**src/rtl/midi_uart_tx.sv**
```systemverilog
// MIDI note event -> 3-byte channel message, sent as 8N1 serial at BAUD_DIV clk/bit.
// Define MIDI_RUNNING_STATUS_EN to skip a status byte equal to the previous one.
module midi_uart_tx #(
  parameter int BAUD_DIV = 3200
) (
  input  logic       clk,
  input  logic       reset,
  input  logic       event_valid,
  output logic       event_ready,
  input  logic       note_on,
  input  logic [3:0] channel,
  input  logic [6:0] note,
  input  logic [6:0] velocity,
  output logic       tx_pin,
  output logic       busy,
  output logic       byte_done
);

  localparam int CW = (BAUD_DIV > 2) ? $clog2(BAUD_DIV) : 1;

  typedef enum logic [1:0] {
    IDLE,
    START,
    DATA,
    STOP
  } state_t;

  state_t state, state_nx;

  logic [CW-1:0] cnt;
  logic [2:0]    bit_idx;
  logic [7:0]    sh;
  logic [7:0]    nxt1;
  logic [7:0]    nxt2;
  logic [1:0]    rem;
  logic [7:0]    last_status;
  logic [7:0]    status_in;
  logic          accept;
  logic          bit_end;
  logic          skip;
  logic          tx_d;
  logic          done_d;

  assign event_ready = (state == IDLE);
  assign busy        = ~event_ready;
  assign accept      = event_valid && event_ready;
  assign status_in   = {1'b1, 2'b00, note_on, channel};
  assign bit_end     = (cnt == CW'(BAUD_DIV - 1));

`ifdef MIDI_RUNNING_STATUS_EN
  assign skip = (status_in == last_status);
`else
  // last_status is still tracked so both builds share one datapath
  assign skip = (status_in == last_status) & 1'b0;
`endif

  always_ff @(posedge clk or posedge reset) begin
    if (reset) state <= IDLE;
    else       state <= state_nx;
  end

  always_comb begin
    state_nx = state;
    unique case (state)
      IDLE:  if (accept) state_nx = START;
      START: if (bit_end) state_nx = DATA;
      DATA:  if (bit_end && bit_idx == 3'd7) state_nx = STOP;
      STOP:  if (bit_end) state_nx = (rem != 2'd0) ? START : IDLE;
    endcase
  end

  // next line level, registered below so tx_pin never glitches
  always_comb begin
    tx_d   = tx_pin;
    done_d = 1'b0;
    unique case (state)
      IDLE:  if (accept) tx_d = 1'b0;
      START: if (bit_end) tx_d = sh[0];
      DATA:  if (bit_end) tx_d = (bit_idx == 3'd7) ? 1'b1 : sh[1];
      STOP: begin
        if (bit_end) begin
          done_d = 1'b1;
          tx_d   = (rem == 2'd0);
        end
      end
    endcase
  end

  always_ff @(posedge clk or posedge reset) begin
    if (reset) begin
      tx_pin      <= 1'b1;
      byte_done   <= 1'b0;
      cnt         <= '0;
      bit_idx     <= '0;
      sh          <= '0;
      nxt1        <= '0;
      nxt2        <= '0;
      rem         <= '0;
      last_status <= '0;
    end else begin
      tx_pin    <= tx_d;
      byte_done <= done_d;
      if (accept) begin
        cnt         <= '0;
        bit_idx     <= '0;
        last_status <= status_in;
        if (skip) begin
          sh   <= {1'b0, note};
          nxt1 <= {1'b0, velocity};
          nxt2 <= '0;
          rem  <= 2'd1;
        end else begin
          sh   <= status_in;
          nxt1 <= {1'b0, note};
          nxt2 <= {1'b0, velocity};
          rem  <= 2'd2;
        end
      end else if (state != IDLE) begin
        cnt <= bit_end ? '0 : cnt + CW'(1);
        if (state == DATA && bit_end) begin
          bit_idx <= bit_idx + 3'd1;
          sh      <= sh >> 1;
        end
        if (state == STOP && bit_end && rem != 2'd0) begin
          sh   <= nxt1;
          nxt1 <= nxt2;
          rem  <= rem - 2'd1;
        end
      end
    end
  end

endmodule

```
**config.mk**
```make
export PLATFORM = sky130hd
export DESIGN_NAME = midi_uart_tx
export DESIGN_NICKNAME = d
export VERILOG_FILES = /design/src/rtl/midi_uart_tx.sv
export SDC_FILE = /design/constraint.sdc
export NUM_CORES = 1
export LEC_CHECK = 0
export CORE_ASPECT_RATIO = 1.4
export CORE_MARGIN = 1.5
export CORE_UTILIZATION = 40
export CTS_CLUSTER_DIAMETER = 30
export DETAILED_ROUTE_END_ITERATION = 8
export GPL_ROUTABILITY_DRIVEN = 0
export PLACE_DENSITY = 0.64
export SLEW_MARGIN = 0
export SYNTH_ARGS = -nofsm -noshare
export SYNTH_HDL_FRONTEND = slang
export SYNTH_SLANG_ARGS = --single-unit
export TNS_END_PERCENT = 20
```
**constraint.sdc**
```tcl
create_clock -name clk -period 5.2 [get_ports clk]
set_input_delay 1.04 -clock clk [delete_from_list [all_inputs] [get_ports clk]]
set_output_delay 1.04 -clock clk [all_outputs]
set_load 0.01 [all_outputs]
```
==> results.yml <==
clock_network:
  numCtsBuffers: 5
  cts_buffer_depth: 2
  cts_tree: "done"
  htree_levels: 2
  cts.sinks: 43
  cts_setup_buffers: 0
  clk_latency_ns: 0.29
  ctsHoldBuffers: 0
  cts.clk_slew.worst_paths_ns: 0.08
  cts_resized: 0
  cts-root-buf: "clkbuf_8"
placed_design:
  hpwlAfterDp_um: 3180
  io_buffers: 25
  dpl_worst_slack_ns: 2.12
  place_inst: 321
  place_area_um2: 2560
setup_path:
  path_class: "register to output port"
  start_kind: "register"
  crit_required_ns: 4.16
  worstPathMaxFanout: 18
  end_kind: "output port"
  arrival_ns: 2.36
routing:
  post_drt_via_cell_ratio: 5.33
  ant_nets: 0
  routedWlPerCell_um: 13.9
  drc_errors: 0
  drt_pass1_iterations: 4
  drtIter0Drc: 110
  via_count: 1755
  drt_wl_total_um: 4560
logic_synthesis:
  yosysWarnings: 0
  synthTopCellsByArea: "dfrtp_1 46%, nand2_1 7.8%, ha_1 5.0%"
  synthArstFlopShare_pct: 100
  yosys.area.top_type: "dfrtp_1"
  synth_ff_type: "dfrtp_1"
  avgSynthCellArea_um2: 9.56
  synth_enable_flop_cells: 0
  syn-num-nets: 269
  ys_seq_area_share_pct: 47.4
  synth_area_um2: 2270
  synth-seq-cells: 43
  yosys.area.top_type_share_pct: 46.2
  synth_cell_types: 50
  synth_cells: 238
sta:
  layout_worst_path_cycle_share_pct: 65.5
  slew_violations: 0
  rsz0062_at_grt: "no"
  final_hold_viol_count: 0
  layout_min_cycle_time_ns: 3.40
  setup_viol: 0
  worst_pin_slew_ns: 0.842
  max_freq_mhz: 294
  relSlewSlack_pct: 43.7
  finalSetupTns_ns: 0
  fin_ws_ns: 1.80
  hold_slack_ns: 0.493
  finClkSkew_ns: 0.00711
outcome:
  outcome: "completed"
cells_and_area:
  mostFrequentLayoutCell: "nand2_1"
  design_area_um2: 2680
  fillCellCount: 524
  final_util_pct: 48.8
  antennaDiodeCount: 0
  final_cells: 329
  fin_nets: 291
  multi_input_area_um2: 1100
  drive_gt1_share_pct: 10.7
  area_growth_pct: 17.7
  final_cell_mix: "47 x nand2_1, 42 x dfrtp_1, 25 x clkdlybuf4s50_1, 21 x nor2_1, 11 x a21oi_1"
  ff_latch_area_um2: 1080
die:
  die_height_um: 92.2
  start_util_pct: 41.5
  dieArea_um2: 6150
  fp.coreArea_um2: 5490
  die_width_um: 66.7
  fp-row-count: 32
  ios: 26
global_routing:
  overflow: 0
  antenna_found_initial: 0
  grt_pass1_wl_um: 7750
  grt_pass1_vias: 1699
  grt_usage_pct: 16.4
  grt_max_degree: 44
hold_path:
  hold_path.class: "register to register"
power:
  vdd_drop_max_mv: 0.187
  power_density_nw_per_um2: 466
  power_mw: 1.25
  p_leak_nw: 1.18
job:
  drv_cap: 0
synthesized netlist by cell type (5+ instances only):
| cell | n |
|---|---|
| nand2_1 | 47 |
| dfrtp_1 | 42 |
| nor2_1 | 21 |
| a21oi_1 | 11 |
| nand3_1 | 10 |
| ha_1 | 9 |
| o21ai_1 | 9 |
| clkbuf_1 | 7 |
| inv_1 | 7 |
| o22ai_2 | 6 |
| a221o_1 | 5 |
| o21ai_0 | 5 |
path summary, 6_finish.rpt:
kind	from	depth (start not counted)	slack, ns	end
setup / recovery	state[0]	4	1.80	busy
hold / removal	sh[7]	2	0.49	sh[7]
setup reg to reg	state[0]	7	2.49	rem[1]
hold reg to reg	sh[7]	2	0.49	sh[7]
max in group asynchronous	reset	3	3.65	tx_pin
min in group asynchronous	reset	3	1.18	byte_done
where the power goes:
| group | total [mW] | internal (mW) | switching [mW] | leakage [nW] |
|---|---|---|---|---|
| combinational | 0.459 | 0.196 | 0.263 | 0.586 |
| sequential | 0.522 | 0.440 | 0.0826 | 0.535 |
| clock | 0.266 | 0.155 | 0.111 | 0.0612 |
worst max-delay path: stages (launching register included):
cell             delay (ns)
dfrtp_1                0.42
inv_1                  0.14
ha_1                   0.61
clkinv_2               0.35
clkdlybuf4s50_1        0.56
routing by layer:
metal / wire length, um / up-vias / global-route usage [%]
met5: 0 / - / 0
met4: 101 / 0 / 7.82
met3: 135 / 9 / 2.58
met2: 2250 / 30 / 26.2
met1: 2070 / 836 / 21.3
li1: - / 880 / -
kinds of logic (layout without fill, tap and decap cells):
| group | after synthesis | in the layout | synth area share [%] |
|---|---|---|---|
| AND/OR/NAND/NOR | 104 | 104 | 22.2 |
| AO/OA/AOI/OAI | 55 | 55 | 18.4 |
| flip-flops | 43 | 43 | 47.4 |
| buffers and inverters | 20 | 43 | 4.07 |
| adder cells (fa/ha/maj) | 9 | 9 | 4.95 |
| multiplexers | 5 | 5 | 2.31 |
| XOR/XNOR | 2 | 2 | 0.770 |
state kept, by name, indices dropped and copies added (netlist names):
| signal | cells |
|---|---|
| cnt | 12 |
| sh | 8 |
| nxt1 | 7 |
| nxt2 | 7 |
| bit_idx | 3 |
| rem | 2 |
| state | 2 |
| byte_done | 1 |
| tx_pin | 1 |
layout make-up:
class	instances	share of cell area, %
sequential	43	40.2
multi-input combinational	175	41.3
clock inverter	2	1.31
inverter	9	1.31
tap	68	3.18
timing repair buffer	26	9.63
clock buffer	6	3.08
Power figures use the tool's default switching activity.
